`src/rtl/decrementer_arbiter_ctrl.sv`:
```
`default_nettype none
// ============================================================================
// Module   : decrementer_arbiter_ctrl
// Purpose  : Iterative decrement sequencer. Two requesters share a single
//            4-bit sign-magnitude decrementer. A granted command loads one
//            operand and runs Steps+1 decrements, one per clock. It stops
//            early when a step underflows. The result is returned on a
//            registered valid/ready response channel.
// Config   : `define DEC_CTRL_ROUND_ROBIN_EN -> round-robin arbitration
//                                               (Last_Grant register)
//            undefined                       -> fixed priority, port 0 wins
// Ports    : clk, rst_n (synchronous, active-low)
//            ReqN_Valid/ReqN_Ready   command handshake, N = 0,1
//            ReqN_A/ReqN_B           4-bit operands
//            ReqN_Sel                0 = decrement A, 1 = decrement B
//            ReqN_Steps              decrement count minus one
//            Rsp_Valid/Rsp_Ready     response handshake
//            Rsp_Out/Rsp_Neg/Rsp_Id  result magnitude, sign, requester index
//            Busy                    high while RUN or DONE
// Revision : 1.0 - initial release
// ============================================================================
module decrementer_arbiter_ctrl #(
   parameter int STEP_W = 2
) (
   input  logic              clk,
   input  logic              rst_n,
   input  logic              Req0_Valid,
   output logic              Req0_Ready,
   input  logic [3:0]        Req0_A,
   input  logic [3:0]        Req0_B,
   input  logic              Req0_Sel,
   input  logic [STEP_W-1:0] Req0_Steps,
   input  logic              Req1_Valid,
   output logic              Req1_Ready,
   input  logic [3:0]        Req1_A,
   input  logic [3:0]        Req1_B,
   input  logic              Req1_Sel,
   input  logic [STEP_W-1:0] Req1_Steps,
   output logic              Rsp_Valid,
   input  logic              Rsp_Ready,
   output logic [3:0]        Rsp_Out,
   output logic              Rsp_Neg,
   output logic              Rsp_Id,
   output logic              Busy
);

   // One extra bit so that Steps+1 fits without overflow.
   localparam int REM_W = STEP_W + 1;

   typedef enum logic [1:0] {
      IDLE = 2'd0,
      RUN  = 2'd1,
      DONE = 2'd2
   } state_t;

   state_t           state;
   state_t           next_state;
   logic [3:0]       w;
   logic [REM_W-1:0] remaining;
   logic             id;
   logic             grant;
   logic             any_valid;
   logic             accept;
   logic [3:0]       dec_out;
   logic             dec_neg;
   logic             finish;

   // Single-step decrement. Zero does not wrap to 1111: it becomes
   // magnitude 1 with the negative flag set.
   always_comb begin
      dec_neg = (w == 4'b0000);
      dec_out = dec_neg ? 4'b0001 : (w - 4'b0001);
   end

   // Arbitration. grant is the winning port index. It only matters while at
   // least one requester is valid.
`ifdef DEC_CTRL_ROUND_ROBIN_EN
   logic last_grant;

   always_comb begin
      grant = Req1_Valid;
      if (Req0_Valid && Req1_Valid)
         grant = ~last_grant;
   end

   // Reset to 1 so that port 0 wins the first contested grant.
   always_ff @(posedge clk) begin
      if (!rst_n)
         last_grant <= 1'b1;
      else if (accept)
         last_grant <= grant;
   end
`else
   always_comb begin
      grant = ~Req0_Valid;
   end
`endif

   assign any_valid = Req0_Valid | Req1_Valid;
   assign accept    = (Req0_Valid & Req0_Ready) | (Req1_Valid & Req1_Ready);
   assign finish    = (remaining == REM_W'(1)) | dec_neg;

   // FSM state register.
   always_ff @(posedge clk) begin
      if (!rst_n)
         state <= IDLE;
      else
         state <= next_state;
   end

   // FSM next state and outputs. Ready is gated by rst_n so that it is low
   // combinationally whenever reset is asserted.
   always_comb begin
      next_state = state;
      Req0_Ready = 1'b0;
      Req1_Ready = 1'b0;
      Rsp_Valid  = 1'b0;
      Busy       = 1'b1;
      case (state)
         IDLE: begin
            Busy       = 1'b0;
            Req0_Ready = rst_n & any_valid & ~grant;
            Req1_Ready = rst_n & any_valid & grant;
            if (accept)
               next_state = RUN;
         end
         RUN: begin
            if (finish)
               next_state = DONE;
         end
         DONE: begin
            Rsp_Valid = 1'b1;
            if (Rsp_Ready)
               next_state = IDLE;
         end
         default: begin
            next_state = IDLE;
         end
      endcase
   end

   // Datapath: the operand is loaded on acceptance and iterated in RUN. The
   // response fields change only on the transition into DONE, so they stay
   // stable for as long as the consumer stalls.
   always_ff @(posedge clk) begin
      if (!rst_n) begin
         w         <= 4'b0000;
         remaining <= '0;
         id        <= 1'b0;
         Rsp_Out   <= 4'b0000;
         Rsp_Neg   <= 1'b0;
         Rsp_Id    <= 1'b0;
      end else begin
         case (state)
            IDLE: begin
               if (accept) begin
                  if (grant) begin
                     w         <= Req1_Sel ? Req1_B : Req1_A;
                     remaining <= REM_W'(Req1_Steps) + REM_W'(1);
                  end else begin
                     w         <= Req0_Sel ? Req0_B : Req0_A;
                     remaining <= REM_W'(Req0_Steps) + REM_W'(1);
                  end
                  id <= grant;
               end
            end
            RUN: begin
               w         <= dec_out;
               remaining <= remaining - REM_W'(1);
               if (finish) begin
                  Rsp_Out <= dec_out;
                  Rsp_Neg <= dec_neg;
                  Rsp_Id  <= id;
               end
            end
            default: begin
            end
         endcase
      end
   end

endmodule
`default_nettype wire

```
`config.mk`:
```
export PLATFORM = sky130hd
export DESIGN_NAME = decrementer_arbiter_ctrl
export DESIGN_NICKNAME = d
export VERILOG_FILES = /design/src/rtl/decrementer_arbiter_ctrl.sv
export SDC_FILE = /design/constraint.sdc
export NUM_CORES = 1
export LEC_CHECK = 0
export CAP_MARGIN = 30
export CORE_MARGIN = 2
export CORE_UTILIZATION = 25
export DETAILED_ROUTE_END_ITERATION = 6
export SETUP_SLACK_MARGIN = 0.15
export SYNTH_ARGS = -nofsm -noshare
export SYNTH_HDL_FRONTEND = slang
export SYNTH_SLANG_ARGS = --single-unit
```
`constraint.sdc`:
```
create_clock -name clk -period 1.6 [get_ports clk]
set_input_delay 0.32 -clock clk [delete_from_list [all_inputs] [get_ports clk]]
set_output_delay 0.32 -clock clk [all_outputs]
set_load 0.01 [all_outputs]
```
Word level (Yosys, flattened, before mapping)
Cells that the tools add are included.
{"block": "op_classes", "n_reduce_logical": 7, "n_addsub": 4, "muxes": 17, "n_eq_ne": 6, "bitwise": 9}
{"operator": "$mux 4", "count": 5}
{"operator": "$pmux 4 s2", "count": 1}
{"operator": "$add 2x1->3 const B", "count": 2}
{"operator": "$mux 2", "count": 3}
{"operator": "$mux 3", "count": 2}
{"operator": "$ne 2x2->1 const B", "count": 3}
{"operator": "$pmux 2 s3", "count": 1}
{"operator": "$pmux 3 s2", "count": 1}
{"operator": "$reduce_and 2->1", "count": 3}
{"operator": "$and 1x1->1", "count": 5}
{"operator": "$logic_not 4->1", "count": 1}
{"operator": "$mux 1", "count": 4}
{"operator": "$sub 4x1->4 const B", "count": 1}
{"operator": "$eq 3x1->1 const B", "count": 1}
{"operator": "$or 1x1->1", "count": 3}
{"operator": "$reduce_and 3->1", "count": 1}
{"operator": "$sub 3x1->3 const B", "count": 1}
{"operator": "$eq 2x1->1 const B", "count": 1}
{"operator": "$eq 2x2->1 const B", "count": 1}
{"operator": "$logic_not 2->1", "count": 1}
{"operator": "$reduce_bool 2->1", "count": 1}
{"operator": "$not 1->1", "count": 1}
{"block": "totals", "ff_bits": 16, "output_inout_bits": 10, "in_bits": 27, "wordCells": 50}

Logic depth before layout (Yosys ltp)
{"block": "logic_depth", "word_depth": 8, "mapped_depth": 7, "ltp_nobuf": 6}

Least setup slack after synthesis
No wires, ideal clock.
{"block": "synth_path", "path_type": "input-to-reg", "from": "in Req0_Valid", "to": "reg remaining[1]", "slack_ns": 0.047, "t_required_ns": 1.509, "stages": 5, "arrival_time_ns": 1.462, "setup_ns": 0.091, "n_path_buf": 1, "path_cell_list": "clkbuf_1 -> mux2_2 -> ha_1 -> nand2_1 -> a311oi_1"}
{"block": "synth_between", "elab_chain_cells": 8, "elab_cells_between_ends": 15, "classes_between": "eq/ne: 1; mux: 5; bitwise: 8; reduce/logical: 1"}
{"element": "from (decl)", "line": "27", "rtl": "input logic Req0_Valid,"}
{"element": "$or 1x1->1", "line": "99", "rtl": "assign any_valid = Req0_Valid | Req1_Valid;"}
{"element": "$and 1x1->1", "line": "122, 123"}
{"element": "$and 1x1->1 (on tied branches)", "line": "122, 123"}
{"element": "$mux 1", "line": "119", "rtl": "case (state)"}
{"element": "$and 1x1->1", "line": "100", "rtl": "assign accept = (Req0_Valid & Req0_Ready) | (Req1_Valid & Req1_Ready);"}
{"element": "$or 1x1->1", "line": "100"}
{"element": "$ne 2x2->1 (no source line)"}
{"element": "$reduce_and 2->1 (no source line)"}
{"element": "to (signal assigned)", "line": "159", "rtl": "remaining <= REM_W'(Req1_Steps) + REM_W'(1);"}
{"element": "to (signal assigned)", "line": "162", "rtl": "remaining <= REM_W'(Req0_Steps) + REM_W'(1);"}
{"element": "to (signal assigned)", "line": "169", "rtl": "remaining <= remaining - REM_W'(1);"}
{"element": "to (decl)", "line": "59", "rtl": "logic [REM_W-1:0] remaining;"}
Several ways; a longest one is shown, not always the timed one. The select of a mux whose other input is x is not followed.
A chain may end at the register's enable or synchronous reset.

Final worst setup path
{"block": "layout_path", "from": "reg w[1]", "to": "reg Rsp_Out[2]"}
{"block": "layout_between", "elab_chain_cells": 3, "elab_cells_between_ends": 5, "classes_between": "add/sub: 1; mux: 1; bitwise: 1; reduce/logical: 2"}
{"element": "from (decl)", "line": "58", "rtl": "logic [3:0] w;"}
{"element": "from (signal assigned)", "line": "158", "rtl": "w <= Req1_Sel ? Req1_B : Req1_A;"}
{"element": "from (signal assigned)", "line": "161", "rtl": "w <= Req0_Sel ? Req0_B : Req0_A;"}
{"element": "from (signal assigned)", "line": "168", "rtl": "w <= dec_out;"}
{"element": "parallel branches: the longest is 3 deep, another holds $sub 4x1->4"}
{"element": "to (signal assigned)", "line": "171", "rtl": "Rsp_Out <= dec_out;"}
{"element": "to (decl)", "line": "41", "rtl": "output logic [3:0] Rsp_Out,"}
Parallel ways; which one is timed is not known.

==> flow_summary.toml <==
[synthesis]
syn_area_um2 = 930
synthCells = 112
ys_async_sr_fraction_pct = 0
synth-seq-cells = 16
synth_cell_types = 37
yosysWarnings = 0
ys_top_cells_by_count = "dfxtp_1 (16), nand2_1 (11), nor2_1 (11), o21ai_0 (8), a21oi_1 (7)"
synth_ff_type = "dfxtp_1"
synth_top_cell_by_area = "dfxtp_1"
syn_avg_cell_area_um2 = 8.30
synth_edf_count = 0
synth_most_common_cell = "dfxtp_1"
yosysSeqAreaShare_pct = 34.5
synthDominantCellAreaShare_pct = 34.5
synth_area_leaders = "dfxtp_1 (34%), mux2i_1 (6.5%), mux2_2 (6.1%), nand2_1 (4.4%), nor2_1 (4.4%)"
syn-num-nets = 142

[placement]
dp_hpwl_um = 2060
portBuffers = 36
place.gp.congestion = 0.813
dp.cells = 211
dpl_worst_slack_ns = -0.418

[floorplanning]
fp.dieW_um = 65.0
core_area_um2 = 3610
ioPinCount = 37
row_count = 22
start_util_pct = 25.8
die_area_um2 = 4220
dieHeight_um = 65.0

[cells_and_area]
nNetsFinal = 201
syn2layout_area_growth_pct = 75.6
drive_gt1_share_pct = 32.9
finalNonFillerCells = 218
diodes = 0
fill_cells = 367

[route]
drc = 0
drt-vias-per-instance = 4.72
drt_iter0_drc = 20
wire_per_inst_um = 12.7
dr.pass1.iters = 2
ant_nets = 0
totalWireLength_um = 2760
vias = 1029

[critical_path]
regToRegEndpoint = "Rsp_Out[2]"
reg2reg_depth = 4
cp_data_arrival_time_ns = 1.73
crit_path_end_kind = "flop"
r2r_slack_ns = 0.07
worstSetupStartpointType = "flop"
critical_path_required_ns = 1.79
cp_max_fo = 4
endpoint = "Rsp_Out[2]"
crit_type = "flop to flop"
crit_start = "w[1]"
r2r-start = "w[1]"

[sta]
layout_min_cycle_time_ns = 1.53
slew_viol_final = 0
fin_crit_sh_pct = 95.9
max-slew-margin-rel_pct = 71.8
tightest_slew_ns = 0.419
setup_slack_ns = 0.0662
skew_ns = 0.00626
setup_viol = 0
fmax_mhz = 652
grt_setup_unrepaired = "yes"
finalHoldViolCount = 0

[clocking]
ctsHtreeMaxLevel = 1
cts_made_buffers = 3
cts_tree = "yes"
insertion_delay_ns = 0.26
hold_buffers = 0
cts_buffer_depth = 2
path_clk_slew_ns = 0.07
root_buffer = "clkbuf_8"
clock-sinks = 16

[power]
p_leak_nw = 0.749
ir_drop_mv = 0.305
total_power_mw = 1.57
powerDensity_nw_per_um2 = 962

[global_routing]
grt_pass1_vias = 914
grt.overflow.total = 0
grtUsageTotal_pct = 12.6
grt_max_degree = 14
grt_antenna_before_repair = 0
grt_pass1_wl_um = 4130

[job]
maxCapViolations = 0

[status]
status = "finished, final reports clean"

[min_path]
min_from = "Rsp_Out[1]"
hp-class = "flop to flop"
==> area by class of cell <==
class	instances	area, um2	share of cell area (%)
clock buffer	4	55.1	3.37
inverter	6	22.5	1.38
multi-input combinational	86	634	38.9
sequential	16	325	19.9
tap	48	60.1	3.68
timing repair buffer	58	536	32.8
==> state kept, by name, indices dropped and copies added, names as in the netlist <==
register,cells
w,4
Rsp_Id,1
remaining,3
Rsp_Neg,1
state,2
id,1
Rsp_Out,4
==> cell families (layout without fill, tap and decap cells) <==
logic type                 count (synthesis)  count (layout)  synth area share, %
adders and majority gates                  3               3                 4.04
muxes                                     11              11                 12.5
and+or+nand+nor                           39              39                 20.7
AOI/OAI and AO/OA                         32              32                 22.1
DFF                                       16              16                 34.5
xor gates and xnor gates                   1               1                0.942
buffers and inverters                     10              68                 5.25
==> worst max-delay path: stages (launching register included) <==
cell,delay (ns)
dfxtp_2,0.34
or4b_4,0.55
a21oi_4,0.15
or3b_1,0.37
o21ai_2,0.06
==> layer usage <==
metal / vias to the layer above / track usage (%) / part of all wire [%]
li1: 525 / - / -
met1: 458 / 16.1 / 46
met2: 41 / 21.3 / 46
met3: 5 / 2.43 / 6.6
met4: 0 / 3.99 / 1.3
met5: - / 0 / 0
==> how the worst min path moves through the flow <==
stage	end	slack (ns)	cells after the start
2_1_floorplan	Rsp_Id	0.44	2
3_3_place_gp	Rsp_Out[3]	0.44	2
3_5_place_dp	Rsp_Id	0.44	2
4_1_cts	Rsp_Id	0.45	2
5_1_grt	Rsp_Out[1]	0.46	2
6_report	Rsp_Out[1]	0.44	2
==> power by group <==
group / internal, mW / switching [mW]
clock: 0.219 / 0.152
combinational: 0.361 / 0.319
sequential: 0.468 / 0.0526
total: 1.05 / 0.523
==> cells in the final DEF, fill, tap and decap left out, types with 3 or more instances in the layout <==
cell             instances
clkbuf_8                 4
a211oi_1                 4
inv_1                    5
mux2_2                   5
dlymetal6s2s_1           6
nand2_1                 11
buf_2                    3
a21oi_1                  6
mux2i_1                  6
nor2_1                   8
o21ai_1                  3
buf_4                   18
ha_1                     3
dlygate4sd2_1            4
dfxtp_2                  4
clkdlybuf4s50_1         23
o21ai_0                  6
dfxtp_1                 12
buf_6                    4
==> per-stage QoR <==
step	hold WS [ns]	utilization (%)	setup TNS, ns	cell area (um2)
after floorplan	0.437	-	0	931
after CTS	0.451	43.2	0	1560
final	0.442	45.3	0	1630
after detailed placement	0.443	40.7	-2.63	1470
after global routing	0.458	45.3	0	1630
after global placement	0.438	40.7	-2.61	1470
==> what timing repair did <==
item / 4_1_cts / 5_1_grt
gates resized for setup: 23 / 26
buffers inserted: 3 / 0
pin swaps: 6 / 6
setup endpoints to repair: 20 / 21
No activity file was read; power rests on OpenSTA's default activity.
